--- config.mk ---
export PLATFORM = sky130hd
export DESIGN_NAME = fetch_queue
export DESIGN_NICKNAME = d
export VERILOG_FILES = /design/src/rtl/fetch_queue.sv
export SDC_FILE = /design/constraint.sdc
export NUM_CORES = 1
export LEC_CHECK = 0
export CAP_MARGIN = 20
export CELL_PAD_IN_SITES_DETAIL_PLACEMENT = 0
export CELL_PAD_IN_SITES_GLOBAL_PLACEMENT = 1
export CORE_MARGIN = 2
export CORE_UTILIZATION = 46
export DETAILED_ROUTE_END_ITERATION = 10
export PLACE_DENSITY_LB_ADDON = 0.1
export SYNTH_ARGS = -nofsm -noshare
export SYNTH_HDL_FRONTEND = slang
export SYNTH_SLANG_ARGS = --single-unit
--- constraint.sdc ---
create_clock -name clk -period 3.95 [get_ports clk]
set_input_delay 0.79 -clock clk [delete_from_list [all_inputs] [get_ports clk]]
set_output_delay 0.79 -clock clk [all_outputs]
set_load 0.02 [all_outputs]
--- src/rtl/fetch_queue.sv ---
// Instruction prefetcher: reads memory at the PC, pulses the PC increment per
// completed read and buffers {address, word} pairs in a small FIFO for the decoder.
module fetch_queue #(
   parameter  int DEPTH = 4,
   parameter  int WIDTH = 16,
   parameter  int AW    = 16,
   localparam int PW    = $clog2(DEPTH),
   localparam int CW    = PW + 1
) (
   input  logic             clk,
   input  logic             reset_bar,
   input  logic [AW-1:0]    pc_value_i,
   output logic             pc_inc_o,
   input  logic             flush_bar_i,
   output logic [AW-1:0]    mem_addr_o,
   output logic             mem_rd_o,
   input  logic             mem_ready_i,
   input  logic [WIDTH-1:0] mem_data_i,
   output logic [WIDTH-1:0] instr_o,
   output logic [AW-1:0]    instr_addr_o,
   output logic             instr_valid_o,
   input  logic             instr_take_i,
   output logic [CW-1:0]    count_o,
   output logic [1:0]       state_o
);

   // Handshake: mem_rd_o stays high with mem_addr_o stable until a cycle with
   // mem_ready_i=1; that cycle transfers mem_data_i and pc_inc_o pulses with it.
   // On the decoder side instr_valid_o & instr_take_i pops the head entry.

   // IDLE is encoded as 0 so the debug state reads 0 throughout reset.
   typedef enum logic [1:0] {
      IDLE  = 2'd0,
      REQ   = 2'd1,
      FLUSH = 2'd2
   } state_t;

   state_t         state_q, state_d;
   logic [AW-1:0]  mem_addr_q, mem_addr_d;
   logic [PW-1:0]  rd_ptr_q, rd_ptr_d;
   logic [PW-1:0]  wr_ptr_q, wr_ptr_d;
   logic [CW-1:0]  count_q, count_d;

   logic [WIDTH-1:0] data_q [DEPTH];
   logic [AW-1:0]    addr_q [DEPTH];

   logic push;
   logic pop;

   always_comb begin
      state_d    = state_q;
      mem_addr_d = mem_addr_q;
      push       = 1'b0;
      case (state_q)
         IDLE: begin
            if (count_q < CW'(DEPTH)) begin
               state_d    = REQ;
               mem_addr_d = pc_value_i;
            end
         end
         REQ: begin
            if (mem_ready_i) begin
               push    = 1'b1;
               state_d = IDLE;
            end
         end
         FLUSH:   state_d = IDLE;
         default: state_d = IDLE;
      endcase
      // A jump wins over everything: the read in flight and its data are dropped.
      if (!flush_bar_i) begin
         state_d    = FLUSH;
         mem_addr_d = mem_addr_q;
         push       = 1'b0;
      end
   end

   assign pop = instr_take_i && (count_q != '0) && flush_bar_i;

   always_comb begin
      rd_ptr_d = rd_ptr_q + PW'(pop);
      wr_ptr_d = wr_ptr_q + PW'(push);
      count_d  = count_q + CW'(push) - CW'(pop);
      if (!flush_bar_i) begin
         rd_ptr_d = '0;
         wr_ptr_d = '0;
         count_d  = '0;
      end
   end

   always_ff @(posedge clk or negedge reset_bar) begin
      if (!reset_bar) begin
         state_q    <= IDLE;
         mem_addr_q <= '0;
         rd_ptr_q   <= '0;
         wr_ptr_q   <= '0;
         count_q    <= '0;
      end else begin
         state_q    <= state_d;
         mem_addr_q <= mem_addr_d;
         rd_ptr_q   <= rd_ptr_d;
         wr_ptr_q   <= wr_ptr_d;
         count_q    <= count_d;
      end
   end

   // Storage needs no reset: entries are only visible while count_q covers them.
   always_ff @(posedge clk) begin
      if (push) begin
         data_q[wr_ptr_q] <= mem_data_i;
         addr_q[wr_ptr_q] <= mem_addr_q;
      end
   end

   assign mem_rd_o      = (state_q == REQ) && flush_bar_i;
   assign mem_addr_o    = mem_addr_q;
   assign pc_inc_o      = push;
   assign instr_valid_o = (count_q != '0);
   assign instr_o       = instr_valid_o ? data_q[rd_ptr_q] : '0;
   assign instr_addr_o  = instr_valid_o ? addr_q[rd_ptr_q] : '0;
   assign count_o       = count_q;
   assign state_o       = state_q;

endmodule
==> run_results.csv, run 1 <==
group,metric,value,unit
setup_path,endpoint,"instr_o[0]",
clock_network,cts_setup_buffers,0,
floorplanning,io_pins,93,
layout,syn2layout_area_growth,30.28,%
timing,setup_viol_count_final,0,
setup_path,arrival,2570,ps
clock_network,cts_buffers,17,
timing,rsz0062_at_grt,"no",
setup_path,path_max_fanout,17,
floorplanning,start_util,0.4701,
global_route,grt_antenna_before_repair,0,
clock_network,htreeDepth,4,
route,dr.pass1.iters,4,
timing,skew,4.954,ps
timing,worst_pin_slew,608.7,ps
layout,final_cell_area,7697,sq um
floorplanning,die-area,13770,sq um
setup_path,critPathLaunch,"rd_ptr_q[0]$_DFF_PN0_",
clock_network,clkTransAtPathRegs,60,ps
synth,synth_edf_count,128,
layout,antenna_cells,0,
synth,synth_area_leaders,"edfxtp_1 (65%), mux4_2 (12%), dfrtp_1 (11%)",
floorplanning,die_w,117.3,microns
clock_network,cts.path.max_buffers,2,
global_route,grt_use_met1,0.2143,
setup_path,r2r_setup_slack,1030,ps
placement,placed_cell_area,7089,sq um
setup_path,r2r-start,"count_o[1]$_DFF_PN0_",
pwr,powerDensity,616.0,nW/um^2
route,ant_nets,0,
placement,dpl.hpwl,6336,microns
global_route,grt-busiest-layer,"met2",
route,drt-initial-drc-count,191,
clock_network,clock-sinks,153,
outcome,outcome,"complete, no violations",
synth,ys.warnings.count,0,
layout,final_core_util,0.6124,
clock_network,clock-root-buffer,"clkbuf_16",
setup_path,rr_worst_depth,10,
setup_path,r2r-end,"count_o[2]$_DFF_PN0_",
global_route,grt_usage,0.1669,
timing,report.final.slew_viol_count,0,
route,drc,0,
timing,tns,0,ps
timing,period_minus_slack,3357,ps
timing,finalCritPeriodShare,0.8500,
synth,post-synth-top-area-cell,"edfxtp_1",
synth,synth.cell_area,5908,sq um
synth,synth.net_count,318,
pwr,total_leakage_power,2.633,nW
synth,syn_area_per_cell,21.41,sq um
hold_path,hold_path.class,"reg -> reg",
route,vias_per_cell,5.072,
synth,seq_area_frac_synth,0.7565,
global_route,met3_usage,0.05107,
timing,slew_headroom,0.5942,
synth,ys_seq_elements,153,
setup_path,required,3160,ps
global_route,grt_pass1_vias,3078,
synth,ys_types,25,
route,vias,2901,
hold_path,hold_depth,0,
global_route,use_met2,0.2697,
setup_path,critPathKind,"reg -> out",
layout,fill_cells,928,
timing,holdWs,537.2,ps
floorplanning,rows,41,
placement,gp_congestion,0.7077,
floorplanning,coreArea,12570,sq um
synth,synthCells,276,
global_route,grt_overflow,0,
clock_network,ctsHoldBuffers,0,
layout,instances_no_fill,572,
pwr,vdd_drop_max,0.3555,mV
synth,synthFlopType,"edfxtp_1",
route,drt_wl_total,10690,microns
placement,numPortBuffers,92,
clock_network,post_cts_resized,0,
run,cap_violations,0,
floorplanning,fp.dieH,117.3,microns
global_route,grt_pass1_wl,16970,microns
setup_path,cp-end-kind,"output pin",
timing,hold_viol,0,
synth,synth_top_area_frac,0.6506,
layout,drive_gt1_frac,0.2525,
clock_network,clock_latency,410,ps
timing,fmax,0.2979,GHz
setup_path,startpoint_type,"register",
placement,dp_cells,540,
route,route.detailed.wl_per_inst,18.68,microns
layout,layout.nets,429,
clock_network,cts_tree,"built",
synth,postSynth.asyncResetShare,0.1634,
global_route,grt_start_max_net_pins,33,
-- per-layer routing --
layer,vias up,part of all wire
li1,1314,-
met1,1495,0.44
met2,77,0.50
met3,15,0.048
met4,0,0.016
met5,-,0
-- how the worst min path moves through the flow --
stage                          startpoint                 endpoint  slack [ps]
2_1_floorplan                   reset_bar     count_o[0]$_DFF_PN0_         490
5_1_grt        mem_addr_o[11]$_DFFE_PN0P_  addr_q[1][11]$_DFFE_PP_         570
3_5_place_dp    mem_addr_o[7]$_DFFE_PN0P_   addr_q[2][7]$_DFFE_PP_         530
6_report        mem_addr_o[9]$_DFFE_PN0P_   addr_q[3][9]$_DFFE_PP_         540
3_3_place_gp   mem_addr_o[10]$_DFFE_PN0P_  addr_q[2][10]$_DFFE_PP_         510
4_1_cts         mem_addr_o[9]$_DFFE_PN0P_   addr_q[3][9]$_DFFE_PP_         550
-- final cells by class --
cell class | count | area (sq um) | share of cell area
Sequential cell | 153 | 4472 | 0.5809
Multi-Input combinational cell | 105 | 1356 | 0.1762
Timing Repair Buffer | 104 | 1023 | 0.1330
Clock buffer | 24 | 491.7 | 0.06388
Tap cell | 172 | 215.2 | 0.02796
Clock inverter | 8 | 116.4 | 0.01512
Inverter | 6 | 22.52 | 0.002926
-- cell usage in the layout, fill, tap and decap left out --
cell type        instances
xnor2_1                  2
and2_2                   3
and3_2                   2
xnor3_1                  1
nand4b_1                 1
buf_4                   11
dfrtp_1                 23
clkinv_1                 1
nor3b_2                  2
mux4_2                  32
and3b_2                  1
fa_1                     1
clkdlybuf4s50_1         92
clkinv_2                 3
clkbuf_16               17
edfxtp_1               128
or3_1                    1
and2_1                  32
a21o_2                   1
buf_12                   1
inv_1                    6
bufinv_16                3
nor2_1                   4
clkbuf_8                 4
nor4b_4                  1
mux2_2                  16
nor3_2                   1
clkbuf_1                 3
dfrtp_2                  2
ha_1                     4
clkinvlp_4               1
-- state kept, by name, summed over array words and instances, names as in the netlist --
register    flops
addr_q         64
data_q         64
mem_addr_o     16
count_o         3
rd_ptr_q        2
state_o         2
wr_ptr_q        2
-- cells in the mapped netlist (all sizes together) (2+ instances only) --
cell,count
dfrtp,25
clkbuf,4
inv,6
mux4,32
edfxtp,128
and3,2
nor3b,2
and2,35
buf,8
mux2,16
xnor2,2
ha,4
nor2,4
-- worst max-delay path, stage by stage, from the launching register on --
cell	delay [ps]
dfrtp_2	660
buf_12	260
mux4_2	510
and2_1	180
clkdlybuf4s50_1	530
-- cells by family (layout without fill, tap and decap cells) --
group / Yosys count / in the layout / synth area share
xor gates and xnor gates: 3 / 3 / 0.006777
muxes: 48 / 48 / 0.1525
DFF: 153 / 153 / 0.7565
buffers and inverters: 18 / 142 / 0.01673
AOI/OAI and AO/OA: 1 / 1 / 0.001483
adders and majority gates: 5 / 5 / 0.01186
and+or+nand+nor: 48 / 48 / 0.05421
-- power by group --
part	internal, W	leakage [nW]	switching [W]	total (W)
Combinational	0.000554	0.880	0.000486	0.00104
Clock	0.00106	0.298	0.000578	0.00163
Sequential	0.00193	1.46	0.000138	0.00207
-- through the flow --
stage / power, W / setup WS, ps
after detailed placement: 0.003160 / 704.8
after global placement: 0.003145 / 748.6
after CTS: 0.004797 / 500.1
final: 0.004741 / 592.6
after global routing: 0.004934 / 431.4
after floorplan: 0.002618 / 87.98
Note: power is estimated with default switching activity, not from simulation.
==> run 2, diff against run 1 <==
--- a/config.mk
+++ b/config.mk
@@ -9,7 +9,7 @@
 export CELL_PAD_IN_SITES_DETAIL_PLACEMENT = 0
 export CELL_PAD_IN_SITES_GLOBAL_PLACEMENT = 1
 export CORE_MARGIN = 2
-export CORE_UTILIZATION = 46
+export CORE_UTILIZATION = 41
 export DETAILED_ROUTE_END_ITERATION = 10
 export PLACE_DENSITY_LB_ADDON = 0.1
 export SYNTH_ARGS = -nofsm -noshare
==> constraint.sdc (replaced) <==
create_clock -name clk -period 3 [get_ports clk]
set_input_delay 0.6 -clock clk [delete_from_list [all_inputs] [get_ports clk]]
set_output_delay 0.6 -clock clk [all_outputs]
set_load 0.02 [all_outputs]
==> run 2 against run 1 <==
Net effect: combinational power increased by 36%; wire length up 3.9%; final cell count up 2.4%; setup slack got worse by 510 ps; design area rose by 0.83%; die area up 12%; core utilization down 5.8 points; clock skew shrank 0.70 ps; sequential power increased by 31%; largest cell class unchanged.
==> run_results.csv, run 2 (synthesized netlist as in run 1, its figures left out) <==
group,metric,value,unit
layout,antenna_cells,0,
setup_path,startpoint_type,"register",
timing,fmax,0.3429,GHz
floorplanning,start_util,0.4224,
pwr,seqPwrFrac,0.440,
timing,report.final.slew_viol_count,0,
timing,worst_pin_slew,439.2,ps
placement,gp_congestion,0.6993,
pwr,p_sw_frac,0.2641,
pwr,p_switching,0.001630,W
pwr,p_clk_frac,0.331,
placement,placed_cell_area,7149,sq um
pwr,vdd_drop_max,0.4427,mV
timing,holdWs,541.1,ps
clock_network,cts_buffers,17,
pwr,combinationalPowerShare,0.228,
global_route,grt_antenna_before_repair,0,
layout,final_common_cell,"edfxtp_1",
global_route,grt_start_max_net_pins,27,
floorplanning,fp.dieH,124.0,microns
timing,skew,4.257,ps
route,drt-initial-drc-count,170,
global_route,grt_pass1_wl,16690,microns
setup_path,crit_slowest_cell,"clkdlybuf4s50_1",
setup_path,cp-end-kind,"output pin",
pwr,p_int,0.004543,W
global_route,grt-busiest-layer,"met2",
placement,place_ws,265.6,ps
route,ant_nets,0,
global_route,grt_usage,0.1553,
setup_path,critPathBufInv,2,
clock_network,clock-sinks,153,
layout,final_core_util,0.5548,
route,vias_per_cell,4.937,
route,drc,0,
timing,tns,0,ps
run,cap_violations,0,
route,dr.pass1.iters,4,
layout,layout.nets,435,
clock_network,htreeDepth,4,
setup_path,arrival,2320,ps
global_route,grt_use_met1,0.1949,
layout,syn2layout_area_growth,31.36,%
pwr,powerDensity,795.4,nW/um^2
route,route.detailed.wl_per_inst,18.95,microns
clock_network,clock-root-buffer,"clkbuf_16",
timing,finalCritPeriodShare,0.9722,
timing,setup_viol_count_final,0,
layout,drive_gt1_frac,0.2734,
timing,slew_headroom,0.7059,
timing,hold_viol,0,
clock_network,cts.path.max_buffers,2,
floorplanning,coreArea,13990,sq um
timing,period_minus_slack,2917,ps
clock_network,clock_latency,410,ps
setup_path,path_delay_family,"buffers and inverters",
floorplanning,rows,43,
timing,timing.final.ws_setup,83.34,ps
setup_path,critPathKind,"reg -> out",
clock_network,clkTransAtPathRegs,60,ps
outcome,outcome,"complete, no violations",
setup_path,critPathMaxStageDelay,540,ps
placement,dpl.hpwl,6885,microns
global_route,grt_overflow,0,
layout,final_cell_area,7761,sq um
placement,numPortBuffers,92,
global_route,grt_pass1_vias,3028,
setup_path,path_max_fanout,7,
route,vias,2893,
global_route,use_met2,0.2480,
floorplanning,io_pins,93,
clock_network,cts_tree,"built",
layout,mostFrequentLayoutCells,"edfxtp_1 (128), clkdlybuf4s50_1 (90), mux4_2 (32), and2_1 (32), dfrtp_1 (23)",
hold_path,hold_path.class,"reg -> reg",
setup_path,cp_cell_sequence,"buf_4 > mux4_2 > and2_1 > clkdlybuf4s50_1",
route,drt_wl_total,11100,microns
global_route,met3_usage,0.04579,
floorplanning,die_w,124.0,microns
clock_network,cts_setup_buffers,0,
pwr,total_leakage_power,2.694,nW
setup_path,required,2400,ps
floorplanning,die-area,15390,sq um
[run 2: worst paths after layout]
kind / startpoint / to / slack [ps] / cells past startpoint
hold reg to reg: mem_addr_o[10]$_DFFE_PN0P_ / addr_q[1][10]$_DFFE_PP_ / 540 / 0
setup / recovery: rd_ptr_q[0]$_DFF_PN0_ / instr_addr_o[7] / 80 / 4
hold / removal: mem_addr_o[10]$_DFFE_PN0P_ / addr_q[1][10]$_DFFE_PP_ / 540 / 0
min in group asynchronous: reset_bar / mem_addr_o[11]$_DFFE_PN0P_ / 560 / 2
setup reg to reg: count_o[1]$_DFF_PN0_ / count_o[2]$_DFF_PN0_ / 470 / 10
max in group asynchronous: reset_bar / rd_ptr_q[1]$_DFF_PN0_ / 2140 / 2
[run 2: repair_timing]
item                                    CTS  global route
endpoints found under the setup margin    0            10
resized for setup                         0             3
hold buffers                              0             0
[run 2: worst reg2reg max path, stage by stage, from the launching register on]
cell,delay [ps]
dfrtp_1,420
or3_1,430
buf_4,210
and3_2,240
ha_1,270
inv_1,50
ha_1,130
inv_1,40
fa_1,360
xnor3_1,210
nor2_1,40
[run 2: power by group through the flow]
stage	sequential, W	combinational (W)	clock (W)
floorplan	0.00283	0.000614	0
global placement	0.00274	0.00142	0
detailed placement	0.00276	0.00143	0
CTS	0.00272	0.00143	0.00210
global route	0.00275	0.00151	0.00218
finish	0.00272	0.00141	0.00205
[run 2: metrics by stage]
stage | cells | power, W
4_1_cts | 585 | 0.006257
3_5_place_dp | 553 | 0.004187
5_1_grt | 586 | 0.006439
3_3_place_gp | 553 | 0.004161
2_1_floorplan | 276 | 0.003447
6_report | 586 | 0.006173
[run 2: final cells by class]
type | instances | area [sq um]
fill | 1113 | 6227
sequential | 153 | 4474
clock buffer | 19 | 452.9
clock inverter | 13 | 126.4
multi-input combinational | 105 | 1356
inverter | 6 | 22.52
timing repair buffer | 110 | 1104
tap | 180 | 225.2
[run 2: layer usage]
metal,share of wire,wire length (microns)
met5,0,0
met4,0.018,204
met3,0.049,542
met2,0.49,5461
met1,0.44,4895
==> run 3, diff against run 2 <==
--- a/config.mk
+++ b/config.mk
@@ -5,13 +5,14 @@
 export SDC_FILE = /design/constraint.sdc
 export NUM_CORES = 1
 export LEC_CHECK = 0
-export CAP_MARGIN = 20
+export ABC_AREA = 1
 export CELL_PAD_IN_SITES_DETAIL_PLACEMENT = 0
 export CELL_PAD_IN_SITES_GLOBAL_PLACEMENT = 1
 export CORE_MARGIN = 2
-export CORE_UTILIZATION = 41
+export CORE_UTILIZATION = 39
 export DETAILED_ROUTE_END_ITERATION = 10
 export PLACE_DENSITY_LB_ADDON = 0.1
+export RECOVER_POWER = 50
 export SYNTH_ARGS = -nofsm -noshare
 export SYNTH_HDL_FRONTEND = slang
 export SYNTH_SLANG_ARGS = --single-unit
==> run 3 against run 2 <==
Net effect: flip-flop and latch count stayed put; critical endpoint is now instr_addr_o[15]; total power is 15% higher; the flow now finishes with violations (capacitance limit, slew limit); clock power is 13% higher.
==> run_results.csv, run 3 <==
group,metric,value,unit
timing,tns,0,ps
pwr,combinationalPowerShare,0.293,
synth,postSynth.asyncResetShare,0.1634,
pwr,vdd_drop_max,0.4484,mV
layout,mostFrequentLayoutCells,"inv_1 (157), edfxtp_1 (128), nand2_1 (127)",
timing,fmax,0.3461,GHz
clock_network,clkTransAtPathRegs,60,ps
synth,ys.warnings.count,0,
synth,synth_edf_count,128,
layout,final_common_cell,"inv_1",
run,cap_violations,1,
layout,fill_cells,1562,
synth,ys_types,23,
global_route,grt_usage,0.1663,
timing,worst_pin_slew,1641,ps
synth,syn_area_per_cell,10.99,sq um
synth,synthTopCellsByCount,"inv_1 (157), edfxtp_1 (128), nand2_1 (127)",
layout,syn2layout_area_growth,25.98,%
clock_network,clock_latency,420,ps
layout,instances_no_fill,972,
floorplanning,fp.dieH,137.0,microns
layout,multi_input_area,1598,sq um
route,drt-initial-drc-count,196,
pwr,p_sw_frac,0.3128,
layout,layout.nets,776,
floorplanning,die_w,137.0,microns
pwr,powerDensity,819.2,nW/um^2
setup_path,startpoint_type,"register",
floorplanning,start_util,0.3989,
global_route,grt_pass1_vias,4410,
timing,slew_headroom,-0.09424,
timing,rsz0062_at_grt,"no",
clock_network,cts.path.max_buffers,2,
route,drc,0,
global_route,grt_overflow,0,
clock_network,clock-sinks,153,
layout,antenna_cells,0,
timing,skew,13.29,ps
placement,dpl.hpwl,8957,microns
clock_network,clock-root-buffer,"clkbuf_16",
placement,dp_cells,940,
synth,synth_top_area_frac,0.5570,
synth,ys_seq_elements,153,
layout,regArea,4472,sq um
timing,finalCritPeriodShare,0.9632,
floorplanning,die-area,18770,sq um
floorplanning,coreArea,17300,sq um
outcome,violations,"capacitance limit, slew limit",
route,dr.pass1.iters,6,
route,ant_nets,0,
synth,seq_area_frac_synth,0.6477,
timing,period_minus_slack,2890,ps
synth,post-synth-top-area-cell,"edfxtp_1",
synth,synthFlopType,"edfxtp_1",
global_route,grt_pass1_wl,22730,microns
timing,hold_viol,0,
floorplanning,io_pins,93,
route,vias_per_cell,4.495,
clock_network,cts_buffers,17,
synth,synth.cell_area,6900,sq um
synth,synth.net_count,670,
setup_path,arrival,2290,ps
route,drt_wl_total,14470,microns
clock_network,htreeDepth,4,
route,vias,4369,
synth,synthCells,628,
pwr,p_int,0.004894,W
clock_network,cts_tree,"built",
route,route.detailed.wl_per_inst,14.89,microns
clock_network,ctsHoldBuffers,0,
pwr,p_clk_frac,0.325,
timing,report.final.slew_viol_count,26,
pwr,p_switching,0.002228,W
layout,drive_gt1_frac,0.1794,
pwr,seqPwrFrac,0.383,
global_route,grt_start_max_net_pins,42,
hold_path,hold_path.class,"reg -> reg",
pwr,total_leakage_power,3.819,nW
floorplanning,rows,48,
global_route,grt_antenna_before_repair,0,
synth,yosysMostFrequentCell,"inv_1",
setup_path,cp-end-kind,"output pin",
setup_path,path_max_fanout,41,
outcome,outcome,"complete, but fails checks",
setup_path,critPathKind,"reg -> out",
timing,setup_viol_count_final,0,
placement,gp_congestion,0.7280,
placement,numPortBuffers,92,
synth,synth_area_leaders,"edfxtp_1 (56%), dfrtp_1 (9.1%), inv_1 (8.5%)",
setup_path,required,2400,ps
==> run 3: worst paths after layout <==
path	start	endpoint	slack (ps)	cells after the start
worst min register to register	mem_addr_o[7]$_DFFE_PN0P_	addr_q[3][7]$_DFFE_PP_	550	0
worst min-delay path	mem_addr_o[7]$_DFFE_PN0P_	addr_q[3][7]$_DFFE_PP_	550	0
worst max-delay path	rd_ptr_q[0]$_DFF_PN0_	instr_addr_o[15]	110	5
max in group asynchronous	reset_bar	rd_ptr_q[0]$_DFF_PN0_	800	2
worst max register to register	count_o[1]$_DFF_PN0_	count_o[2]$_DFF_PN0_	740	13
min in group asynchronous	reset_bar	mem_addr_o[11]$_DFFE_PN0P_	1130	2
==> run 3: kinds of logic (layout without fill, tap and decap cells) <==
logic type               after synthesis  after routing  share of synthesized area
buffers and inverters                188            307                     0.1208
AO/OA/AOI/OAI                         52             52                    0.05730
XOR/XNOR                               1              1                   0.001269
adder cells (fa/ha/maj)                5              5                    0.01015
flip-flops                           153            153                     0.6477
AND/OR/NAND/NOR                      229            229                     0.1628
==> run 3: critical path, stage by stage (launching register included) <==
cell,delay [ps]
dfrtp_2,430
buf_4,290
nand2_1,130
nand3_1,70
a21oi_1,250
clkdlybuf4s50_1,650
==> run 3: timing repair <==
item | 4_1_cts | 5_1_grt
buffers inserted | 0 | 0
setup endpoints to repair | 12 | 3
gates resized for setup | 1 | 4
gates cloned | 0 | 0
==> run 3: through the flow <==
stage          setup WS, ps  total power [W]  hold WS, ps  cell area [sq um]    util
2_1_floorplan        -605.7         0.003935        304.4               6900       -
3_3_place_gp          420.2         0.004868        517.6               8077  0.4669
3_5_place_dp          362.7         0.004900        534.4               8077  0.4669
4_1_cts               55.72         0.007226        551.1               8728  0.5046
5_1_grt               15.81         0.007464        590.6               8693  0.5026
6_report              110.3         0.007122        549.9               8693  0.5026
==> run 3: layout make-up <==
class	instances	area share
sequential	153	0.5144
multi-input combinational	287	0.1838
timing repair buffer	114	0.1246
inverter	161	0.07009
clock buffer	17	0.04893
tap	225	0.03238
clock inverter	15	0.02576
==> run 3: routing by layer <==
layer	up-vias	global-route usage	routed length (microns)
li1	2186	-	-
met1	2066	0.2041	6398
met2	96	0.2828	7183
met3	21	0.03963	597
met4	0	0.06529	293
met5	-	0	0
==> run 3: power groups by stage <==
stage	logic, W	registers [W]	clock network (W)
final	0.00208	0.00273	0.00231
after global routing	0.00226	0.00276	0.00245
after CTS	0.00214	0.00273	0.00236
after detailed placement	0.00213	0.00277	0
after floorplan	0.00107	0.00286	0
after global placement	0.00211	0.00275	0
